===== config.mk =====
export PLATFORM = sky130hd
export DESIGN_NAME = fold_ctrl
export DESIGN_NICKNAME = d
export VERILOG_FILES = /design/src/rtl/fold_pkg.sv /design/src/rtl/fold_phase_gen.sv /design/src/rtl/fold_ctrl.sv
export SDC_FILE = /design/constraint.sdc
export NUM_CORES = 1
export LEC_CHECK = 0
export CORE_MARGIN = 2
export CORE_UTILIZATION = 62
export DETAILED_ROUTE_END_ITERATION = 6
export GPL_ROUTABILITY_DRIVEN = 0
export HOLD_SLACK_MARGIN = 0.03
export PLACE_DENSITY = 0.95
export SETUP_SLACK_MARGIN = 0.3
export SLEW_MARGIN = 25
export SYNTH_ARGS = -nofsm -noshare
export SYNTH_HDL_FRONTEND = slang
export SYNTH_SLANG_ARGS = --single-unit

===== constraint.sdc =====
create_clock -name clk -period 8.9 [get_ports clk]
set_input_delay 0.89 -clock clk [delete_from_list [all_inputs] [get_ports clk]]
set_output_delay 0.89 -clock clk [all_outputs]
set_load 0.005 [all_outputs]

===== src/rtl/fold_pkg.sv =====
// Shared types and defaults for the folding controller.
//   fold_state_e : controller FSM states
//   fold_cfg_t   : shadow copy of the run configuration, latched on start
package fold_pkg;

  localparam int unsigned NBINS_DEF  = 256;
  localparam int unsigned BIN_W_DEF  = 8;
  localparam int unsigned DATA_W_DEF = 16;

  typedef enum logic [2:0] {
    StIdle,
    StArm,
    StEpoch,
    StFold,
    StDrain,
    StDone
  } fold_state_e;

  typedef struct packed {
    logic [31:0] period;
    logic [31:0] epoch;
    logic [15:0] bin_len;
    logic [15:0] nfold;
  } fold_cfg_t;

endpackage


===== src/rtl/fold_phase_gen.sv =====
// Phase / sub-bin / bin counter chain for one fold period.
// Ports:
//   clk, rst_n   clock, async active-low reset
//   i_run        counters advance while high, held at zero while low
//   i_period     fold period in cycles (non-zero)
//   i_bin_len    cycles per bin (non-zero)
//   o_bin        current bin, saturating at NBINS-1
//   o_wrap       high in the last cycle of a period while running
module fold_phase_gen
  import fold_pkg::*;
#(
  parameter int unsigned NBINS = NBINS_DEF,
  parameter int unsigned BIN_W = BIN_W_DEF
) (
  input  logic             clk,
  input  logic             rst_n,
  input  logic             i_run,
  input  logic [31:0]      i_period,
  input  logic [15:0]      i_bin_len,
  output logic [BIN_W-1:0] o_bin,
  output logic             o_wrap
);

  logic [31:0]      r_phase;
  logic [31:0]      r_sub;
  logic [BIN_W-1:0] r_bin;

  logic [31:0]      w_period_last;
  logic [31:0]      w_sub_last;
  logic             w_sub_wrap;
  logic [BIN_W-1:0] w_bin_max;

  assign w_period_last = i_period - 32'd1;
  assign w_sub_last    = {16'd0, i_bin_len} - 32'd1;
  assign w_sub_wrap    = (r_sub == w_sub_last);
  assign w_bin_max     = BIN_W'(NBINS - 1);

  assign o_wrap = i_run && (r_phase == w_period_last);
  assign o_bin  = r_bin;

  always_ff @(posedge clk or negedge rst_n) begin
    if (!rst_n) begin
      r_phase <= '0;
      r_sub   <= '0;
      r_bin   <= '0;
    end else if (!i_run || o_wrap) begin
      r_phase <= '0;
      r_sub   <= '0;
      r_bin   <= '0;
    end else begin
      r_phase <= r_phase + 32'd1;
      if (w_sub_wrap) begin
        r_sub <= '0;
        // Phases past the last full bin all land in the top bin.
        if (r_bin != w_bin_max) begin
          r_bin <= r_bin + BIN_W'(1);
        end
      end else begin
        r_sub <= r_sub + 32'd1;
      end
    end
  end

endmodule


===== src/rtl/fold_ctrl.sv =====
// Folding controller: arms on a reference pulse edge, waits an epoch delay, then
// bins the sample stream by phase for cfg_nfold periods, issuing one accumulate
// request per sample to a profile store through a single-entry request register.
// Ports:
//   clk, rst_n              clock, async active-low reset
//   i_start, i_abort        run control (abort wins)
//   i_pulse_in              reference pulse, rising edge arms the fold
//   i_cfg_*                 period / epoch / bin length / fold count
//   i_sample_valid/_data    input samples
//   o_acc_*, i_acc_ready    accumulate request handshake (acc_first = write, not add)
//   o_busy, o_done, o_cfg_err, o_overrun, o_fold_cnt   status
module fold_ctrl
  import fold_pkg::*;
#(
  parameter int unsigned NBINS  = NBINS_DEF,
  parameter int unsigned BIN_W  = BIN_W_DEF,
  parameter int unsigned DATA_W = DATA_W_DEF
) (
  input  logic              clk,
  input  logic              rst_n,
  input  logic              i_start,
  input  logic              i_abort,
  input  logic              i_pulse_in,
  input  logic [31:0]       i_cfg_period,
  input  logic [31:0]       i_cfg_epoch,
  input  logic [15:0]       i_cfg_bin_len,
  input  logic [15:0]       i_cfg_nfold,
  input  logic              i_sample_valid,
  input  logic [DATA_W-1:0] i_sample_data,
  output logic              o_acc_valid,
  output logic [BIN_W-1:0]  o_acc_bin,
  output logic [DATA_W-1:0] o_acc_data,
  output logic              o_acc_first,
  input  logic              i_acc_ready,
  output logic              o_busy,
  output logic              o_done,
  output logic              o_cfg_err,
  output logic              o_overrun,
  output logic [15:0]       o_fold_cnt
);

  fold_state_e       r_state;
  fold_cfg_t         r_cfg;
  logic              r_pulse;
  logic [31:0]       r_epoch_cnt;
  logic [15:0]       r_fold_cnt;
  logic              r_acc_valid;
  logic [BIN_W-1:0]  r_acc_bin;
  logic [DATA_W-1:0] r_acc_data;
  logic              r_acc_first;
  logic              r_busy;
  logic              r_done;
  logic              r_cfg_err;
  logic              r_overrun;

  logic              w_run;
  logic [BIN_W-1:0]  w_bin;
  logic              w_wrap;
  logic              w_accept;
  logic              w_cfg_ok;
  logic              w_epoch_end;
  logic              w_last_fold;

  assign w_run       = (r_state == StFold);
  assign w_accept    = r_acc_valid && i_acc_ready;
  assign w_cfg_ok    = (i_cfg_period != 32'd0) && (i_cfg_bin_len != 16'd0) &&
                       (i_cfg_nfold != 16'd0);
  assign w_epoch_end = (r_cfg.epoch == 32'd0) || (r_epoch_cnt == r_cfg.epoch - 32'd1);
  assign w_last_fold = ((r_fold_cnt + 16'd1) == r_cfg.nfold);

  fold_phase_gen #(
    .NBINS (NBINS),
    .BIN_W (BIN_W)
  ) u_phase_gen (
    .clk       (clk),
    .rst_n     (rst_n),
    .i_run     (w_run),
    .i_period  (r_cfg.period),
    .i_bin_len (r_cfg.bin_len),
    .o_bin     (w_bin),
    .o_wrap    (w_wrap)
  );

  always_ff @(posedge clk or negedge rst_n) begin
    if (!rst_n) begin
      r_state     <= StIdle;
      r_cfg       <= '0;
      r_pulse     <= 1'b0;
      r_epoch_cnt <= '0;
      r_fold_cnt  <= '0;
      r_acc_valid <= 1'b0;
      r_acc_bin   <= '0;
      r_acc_data  <= '0;
      r_acc_first <= 1'b0;
      r_busy      <= 1'b0;
      r_done      <= 1'b0;
      r_cfg_err   <= 1'b0;
      r_overrun   <= 1'b0;
    end else begin
      r_pulse <= i_pulse_in;
      r_done  <= 1'b0;
      // An accepted request empties the register unless a new sample reloads it below.
      if (w_accept) begin
        r_acc_valid <= 1'b0;
      end

      if ((r_state != StIdle) && i_abort) begin
        r_state     <= StIdle;
        r_busy      <= 1'b0;
        r_acc_valid <= 1'b0;
      end else begin
        case (r_state)
          StIdle: begin
            if (i_start && !i_abort) begin
              if (w_cfg_ok) begin
                r_cfg       <= '{period:  i_cfg_period,
                                 epoch:   i_cfg_epoch,
                                 bin_len: i_cfg_bin_len,
                                 nfold:   i_cfg_nfold};
                r_fold_cnt  <= '0;
                r_overrun   <= 1'b0;
                r_cfg_err   <= 1'b0;
                r_busy      <= 1'b1;
                r_state     <= StArm;
              end else begin
                r_cfg_err <= 1'b1;
              end
            end
          end
          StArm: begin
            // Edge against the registered copy: EPOCH starts on the same clock
            // that first registers the high level.
            if (i_pulse_in && !r_pulse) begin
              r_epoch_cnt <= '0;
              r_state     <= StEpoch;
            end
          end
          StEpoch: begin
            if (w_epoch_end) begin
              r_state <= StFold;
            end else begin
              r_epoch_cnt <= r_epoch_cnt + 32'd1;
            end
          end
          StFold: begin
            if (i_sample_valid) begin
              if (!r_acc_valid || i_acc_ready) begin
                r_acc_valid <= 1'b1;
                r_acc_bin   <= w_bin;
                r_acc_data  <= i_sample_data;
                r_acc_first <= (r_fold_cnt == 16'd0);
              end else begin
                r_overrun <= 1'b1;
              end
            end
            if (w_wrap) begin
              r_fold_cnt <= r_fold_cnt + 16'd1;
              if (w_last_fold) begin
                r_state <= StDrain;
              end
            end
          end
          StDrain: begin
            if (!r_acc_valid) begin
              r_state <= StDone;
              r_done  <= 1'b1;
            end
          end
          StDone: begin
            r_state <= StIdle;
            r_busy  <= 1'b0;
          end
          default: begin
            r_state <= StIdle;
            r_busy  <= 1'b0;
          end
        endcase
      end
    end
  end

  assign o_acc_valid = r_acc_valid;
  assign o_acc_bin   = r_acc_bin;
  assign o_acc_data  = r_acc_data;
  assign o_acc_first = r_acc_first;
  assign o_busy      = r_busy;
  assign o_done      = r_done;
  assign o_cfg_err   = r_cfg_err;
  assign o_overrun   = r_overrun;
  assign o_fold_cnt  = r_fold_cnt;

endmodule

* Yosys cells after proc, flatten, opt, wreduce, memory -nomap -nowiden
Cells that the tools add are included.
W data, S select, Z words.
** Word-level totals
- Register bits after elaboration :: 250
- Output and inout bits :: 46
- Word-level logic and storage cells :: 127
- Input bits :: 119
** Operators by class
- Eq/ne operators :: 24
- $add $sub $neg :: 8
- Reductions and logical operators :: 35
- Bitwise operators :: 1
- Mux-type cells :: 40
** Operators by type and width (count)
- $mux W32 :: 5
- $add A32 B1 Y32 const B :: 3
- $eq A32 B32 Y1 :: 3
- $pmux W32 S2 :: 1
- $sub A32 B1 Y32 const B :: 2
- $mux W16 :: 3
- $logic_not A32 Y1 :: 1
- $pmux W16 S2 :: 1
- $reduce_bool A16 Y1 :: 2
- $reduce_bool A32 Y1 :: 1
- $mux W3 :: 8
- $mux W8 :: 3
- $ne A3 B3 Y1 const B :: 7
- $sub A16 B1 Y17 const B :: 1
- $add A16 B1 Y16 const B :: 1
- $eq A16 B16 Y1 :: 1
- $logic_not A16 Y1 :: 1
- $mux W1 :: 16
- $pmux W3 S5 :: 1
- $ne A2 B2 Y1 const B :: 7
- $reduce_and A4 Y1 :: 3
- $add A8 B1 Y8 const B :: 1
- $ne A8 B8 Y1 const B :: 1
- $reduce_bool A2 Y1 :: 4
- 17 further kinds :: 31

* Longest topological paths before layout
- Word-level depth :: 7
- Depth in mapped cells :: 13
- Depth with buffers taken out :: 11

* Hierarchy
From an unflattened synthesis, not the netlist that was laid out.
** Second synthesis, totals
- Cell total of the unflattened synthesis :: 1581
- Area total of the unflattened synthesis :: 15175.8 sq um
** By module, submodules not included
- fold_ctrl :: times used 1, seq. area each 4454.3 sq um, area an instance 9690.5 sq um, cells each 929
- fold_phase_gen :: times used 1, seq. area each 1801.7 sq um, area an instance 5485.3 sq um, cells each 652

* Worst setup path after synthesis
Ideal clock, no wire load.
- Path kind :: register to register
- Start point :: register r_cfg[81] (netlist bit)
- End point :: register r_fold_cnt[7] (netlist: o_fold_cnt[7])
- Path buffers :: 2
- Data required time :: 8.769 ns
- Data arrival time :: 3.108 ns
- Period minus slack after synthesis :: 3.238 ns
- Stages on the path, launching flop included :: 12
- Setup slack :: 5.662 ns
- Library setup time :: 0.131 ns
- Cell sequence :: dfrtp_1 -> or3_1 -> clkbuf_1 -> or4_1 -> a2111oi_0 -> o22ai_1 -> a211o_1 -> nor4_4 -> nand3b_1 -> buf_2 -> o211ai_1 -> o31ai_1
** On the way
- Word-level cells in the longest chain between the ends :: 5
** Ends and longest elaborated chain
- start, declared :: line fold_ctrl.sv:43 : fold_cfg_t r_cfg;
- start signal, assigned :: line fold_ctrl.sv:116 : r_cfg <= '{period: i_cfg_period,
- $sub A32 B1 Y32 :: line fold_phase_gen.sv:33 : assign w_period_last = i_period - 32'd1;
- $eq A32 B32 Y1 :: line fold_phase_gen.sv:38 : assign o_wrap = i_run && (r_phase == w_period_last);
- $logic_and A1 B1 Y1 :: line fold_phase_gen.sv:38
- $ne A2 B2 Y1 (no source line)
- $reduce_and A5 Y1 (no source line)
- end signal, assigned :: line fold_ctrl.sv:157 : r_fold_cnt <= r_fold_cnt + 16'd1;
- end, declared :: line fold_ctrl.sv:46 : logic [15:0] r_fold_cnt;
Every way passes these cells.
A chain may end at the register's enable or synchronous reset.

* Final worst setup path
- Start point :: register r_cfg[71] (netlist bit)
- End point :: register u_phase_gen.r_sub[4]
** On the way
- Word-level cells in the longest chain between the ends :: 5
** Ends and longest elaborated chain
- $sub A32 B1 Y32 :: line fold_phase_gen.sv:33
- $eq A32 B32 Y1 :: line fold_phase_gen.sv:38
- $logic_and A1 B1 Y1 :: line fold_phase_gen.sv:38
- $logic_or A1 B1 Y1 :: line fold_phase_gen.sv:46 : end else if (!i_run || o_wrap) begin
- $mux W32 :: line fold_phase_gen.sv:46
- end signal, assigned :: line fold_phase_gen.sv:59 : r_sub <= r_sub + 32'd1;
- end, declared :: line fold_phase_gen.sv:25 : logic [31:0] r_sub;
Every way passes these cells.

==> key figures <==
Power and ir drop
  – Switching Share: 38.69%
  – Design internal power: 2.812 mW
  – Portion of total power attributed to the clock network: 25.4%
  – Power Total: 4.586 mW
  – Power per unit of standard cell area: 260.5 mW/mm²
  – Worst IR Drop VDD: 219.8 µV
  – Net switching power of the design: 1.774 mW
  – Proportion of power drawn by combinational gates: 34.8%
  – Leakage power: 7.302 nW
  – Flop pwr share: 39.8%

STA
  – Tightest Pin Transition: 0.9803 ns
  – Worst slew slack as a fraction of its limit: 34.65%
  – Time the worst path needs with I/O delays and setup: 4.807 ns
  – Final hold violations: 0
  – Total negative slack: 0 ns
  – Final clock period utilization by the worst path: 54.01%
  – Setup violators final: 0
  – Slew Viols, Final: 0
  – Unrepaired setup endpoints after global routing: no
  – Clock skew after layout: 0.01285 ns
  – Peak clock frequency supported by timing: 0.2080 GHz

Worst setup path
  – Launching element type of the critical path: register
  – Register-to-Register Setup Slack: 4.09 ns
  – Worst Path Required: 9.29 ns
  – Crit path DAT: 5.20 ns
  – Maximum fanout count along the critical path: 40
  – Crit path capture type: register
  – Worst-case reg-to-reg path depth: 10
  – Classification of the worst setup path: register to register

Logic synthesis
  – Number of storage elements in the synthesis netlist: 250
  – Total standard cell area after synthesis: 0.01492 mm²
  – Library cells used by synthesis: 76
  – Proportion of register bits with asynchronous set or reset after synthesis: 100.0%
  – Synthesized instance count: 1742
  – Number of enable flip-flop cells after synthesis: 0
  – Mean cell area of the mapped netlist: 8.564 µm²
  – Post-synth net total: 1871
  – Commonest register cell after synthesis: sky130_fd_sc_hd__dfrtp_1
  – Seq/Total Area, Yosys: 41.93%
  – Yosys warnings: 0

Job
  – Number of max-cap violations: 0

Finish
  – Post-layout instance count excluding filler cells: 2187
  – Final non-filler cell area: 0.01760 mm²
  – Net total in the final layout: 1977
  – Layout-stage area growth over the synthesis result: 17.98%
  – Share of post-route cells with drive strength above 1: 6.052%
  – Filler cell count in the final layout: 1583

Route
  – Iter 0 DRT Violations: 1481
  – Post-detailed-route count of antenna-violating nets: 0
  – Number of remaining DRC errors: 0
  – Total via count after detailed routing: 14010
  – Via density per instance: 6.405
  – Routed wire length: 40780 µm
  – Routed wirelength normalized by instance count: 18.65 µm
  – Detailed Routing Iterations Pass 1: 6

Floorplanning
  – Width of the chip: 159.1 µm
  – Floorplan Core Area: 0.02354 mm²
  – I/O Pins: 165
  – Area enclosed by the die boundary: 0.02532 mm²
  – Die height: 159.1 µm
  – Initial core utilization: 63.37%
  – Num rows: 56

Clocking
  – PostCTS Resize Cnt: 0
  – Post-CTS setup buffers: 0
  – Count of hold buffers inserted by post-cts repair: 0
  – Clock tree buffer depth: 3
  – Clock latency reported for the late side of the worst-skew pair: 0.56 ns
  – CTS buffer count: 28
  – Clock tree from TritonCTS: yes
  – H-tree depth: 1
  – Num Clock Sinks: 250
  – Clock-pin slew of the registers on the worst-case setup and hold paths: 0.06 ns
  – Cell chosen for the clock root: sky130_fd_sc_hd__clkbuf_16

Outcome
  – Run status: finished, final reports clean

Hold path
  – Tightest Hold Check Type: primary input to async pin

Place
  – Placement Cell Area: 0.01667 mm²
  – Number of cells in the design after placement: 2137
  – PortBufs: 164
  – Half-perimeter wire length of the detailed placement result: 28110 µm

Global routing
  – Overflow left after global routing: 0
  – Vias in the first global route: 13890
  – Largest net degree at the start of global routing: 106
  – Overall Global Routing Usage: 31.58%
  – Wire length of the first global-routing pass: 67230 µm
  – Initial antenna violation count: 2
[cells in the mapped netlist (10+ instances only)]
master / instances / area share (%)
sky130_fd_sc_hd__a21oi_1: 29 / 0.97
sky130_fd_sc_hd__nor3_1: 42 / 1.4
sky130_fd_sc_hd__inv_1: 30 / 0.75
sky130_fd_sc_hd__dfrtp_1: 250 / 42
sky130_fd_sc_hd__xor2_1: 88 / 5.2
sky130_fd_sc_hd__nor4_1: 59 / 2.5
sky130_fd_sc_hd__nor4b_1: 10 / 0.59
sky130_fd_sc_hd__nor2b_1: 15 / 0.63
sky130_fd_sc_hd__a31oi_1: 13 / 0.55
sky130_fd_sc_hd__nand3_1: 74 / 2.5
sky130_fd_sc_hd__nand2b_1: 17 / 0.71
sky130_fd_sc_hd__nand4b_1: 11 / 0.65
sky130_fd_sc_hd__o21ai_0: 33 / 1.1
sky130_fd_sc_hd__ha_1: 10 / 0.84
sky130_fd_sc_hd__and3_1: 27 / 1.1
sky130_fd_sc_hd__or4_1: 14 / 0.70
sky130_fd_sc_hd__buf_1: 11 / 0.28
sky130_fd_sc_hd__o31ai_1: 23 / 1.2
sky130_fd_sc_hd__and2_1: 11 / 0.46
sky130_fd_sc_hd__or3_1: 23 / 0.96
sky130_fd_sc_hd__nand2_1: 363 / 9.1
sky130_fd_sc_hd__mux2i_1: 13 / 0.87
sky130_fd_sc_hd__nand4_1: 51 / 2.1
sky130_fd_sc_hd__nor2_1: 156 / 3.9
sky130_fd_sc_hd__o211ai_1: 23 / 1.2
sky130_fd_sc_hd__xnor2_1: 97 / 5.7
sky130_fd_sc_hd__clkbuf_1: 76 / 1.9
sky130_fd_sc_hd__mux2_2: 27 / 2.0
sky130_fd_sc_hd__and4_1: 11 / 0.65
[logic make-up (layout without fill, tap and decap cells)]
| family | count (synthesis) | after routing | synth area share, % |
|---|---|---|---|
| other cells | 0 | 1 | 0 |
| simple gates | 932 | 932 | 30.80 |
| mux | 40 | 40 | 2.910 |
| flops | 250 | 250 | 41.93 |
| compound gates | 196 | 196 | 9.192 |
| fa+ha+maj | 10 | 10 | 0.8386 |
| buf+inv | 129 | 254 | 3.464 |
| xor+xnor | 185 | 185 | 10.86 |
[critical path, cell delays in order, from the launching register on]
cell,delay (ns)
sky130_fd_sc_hd__dfrtp_1,0.46
sky130_fd_sc_hd__nor4_1,0.62
sky130_fd_sc_hd__nand3_1,0.42
sky130_fd_sc_hd__a2111oi_0,0.76
sky130_fd_sc_hd__o22ai_1,0.14
sky130_fd_sc_hd__a211o_1,0.34
sky130_fd_sc_hd__nor4_4,0.38
sky130_fd_sc_hd__a21o_1,0.18
sky130_fd_sc_hd__buf_4,0.38
sky130_fd_sc_hd__a21o_1,0.78
sky130_fd_sc_hd__nor2_1,0.14
[stage by stage]
| stage | setup slack (ns) | utilization (%) | hold WS [ns] |
|---|---|---|---|
| floorplan | 5.662 | - | 0.4451 |
| global placement | 4.587 | 70.79 | 0.4887 |
| detailed placement | 4.314 | 70.81 | 0.4961 |
| CTS | 4.319 | 74.71 | 0.3795 |
| global route | 4.008 | 74.77 | 0.3969 |
| finish | 4.093 | 74.77 | 0.3462 |
[power groups by stage]
stage	Combinational, mW	Clock [mW]	Sequential [mW]
6_report	1.59	1.16	1.83
5_1_grt	1.74	1.22	1.86
4_1_cts	1.56	1.17	1.81
3_5_place_dp	1.53	0	1.82
3_3_place_gp	1.46	0	1.80
2_1_floorplan	1.20	0	1.64
[sequential cells by signal, indices dropped and copies added (netlist names), 3 cells and up]
| name | count |
|---|---|
| o_fold_cnt | 16 |
| r_epoch_cnt | 32 |
| r_state | 3 |
| u_phase_gen.o_bin | 8 |
| o_acc_bin | 8 |
| u_phase_gen.r_phase | 32 |
| o_acc_data | 16 |
| u_phase_gen.r_sub | 32 |
| r_cfg | 96 |
[worst paths after layout]
check | start | endpoint
max in group asynchronous | rst_n | r_state[2]
max | r_cfg[71] | u_phase_gen.r_sub[4]
min in group clk | o_acc_bin[4] | o_acc_bin[4]
min | rst_n | r_cfg[72]
max reg2reg | r_cfg[71] | u_phase_gen.r_sub[4]
min reg2reg | o_acc_bin[4] | o_acc_bin[4]
[final cells by class]
type | count | area, µm² | share of cell area, %
diodes | 1 | 2.502 | 0.01422
clock buffers | 43 | 827.0 | 4.699
clock inverters | 6 | 91.34 | 0.5189
inverters | 30 | 112.6 | 0.6397
multi-input cells | 1363 | 8173 | 46.43
flip-flops and latches | 250 | 6256 | 35.54
well taps | 319 | 399.1 | 2.268
repair buffers | 175 | 1740 | 9.888
[layout by cell type (no fill, tap or decap), drive strengths merged, types with 23 or more instances in the layout]
| master | instances |
|---|---|
| nand3 | 74 |
| o31ai | 23 |
| nand2 | 364 |
| a21oi | 29 |
| mux2 | 27 |
| xor2 | 88 |
| and3 | 27 |
| o211ai | 23 |
| inv | 30 |
| nor2 | 156 |
| nand4 | 51 |
| xnor2 | 97 |
| or3 | 23 |
| dfrtp | 250 |
| nor3 | 42 |
| clkdlybuf4s50 | 163 |
| nor4 | 64 |
| clkbuf | 43 |
| o21ai | 34 |
[per-layer routing]
metal	up-vias	global-route usage (%)	share of wire, %
met3	193	6.668	9.6
met1	6631	40.86	39
met2	840	51.84	47
li1	6342	-	-
met5	-	0	0.032
met4	2	13.39	4.5
Note: power is estimated with default switching activity, not from simulation.
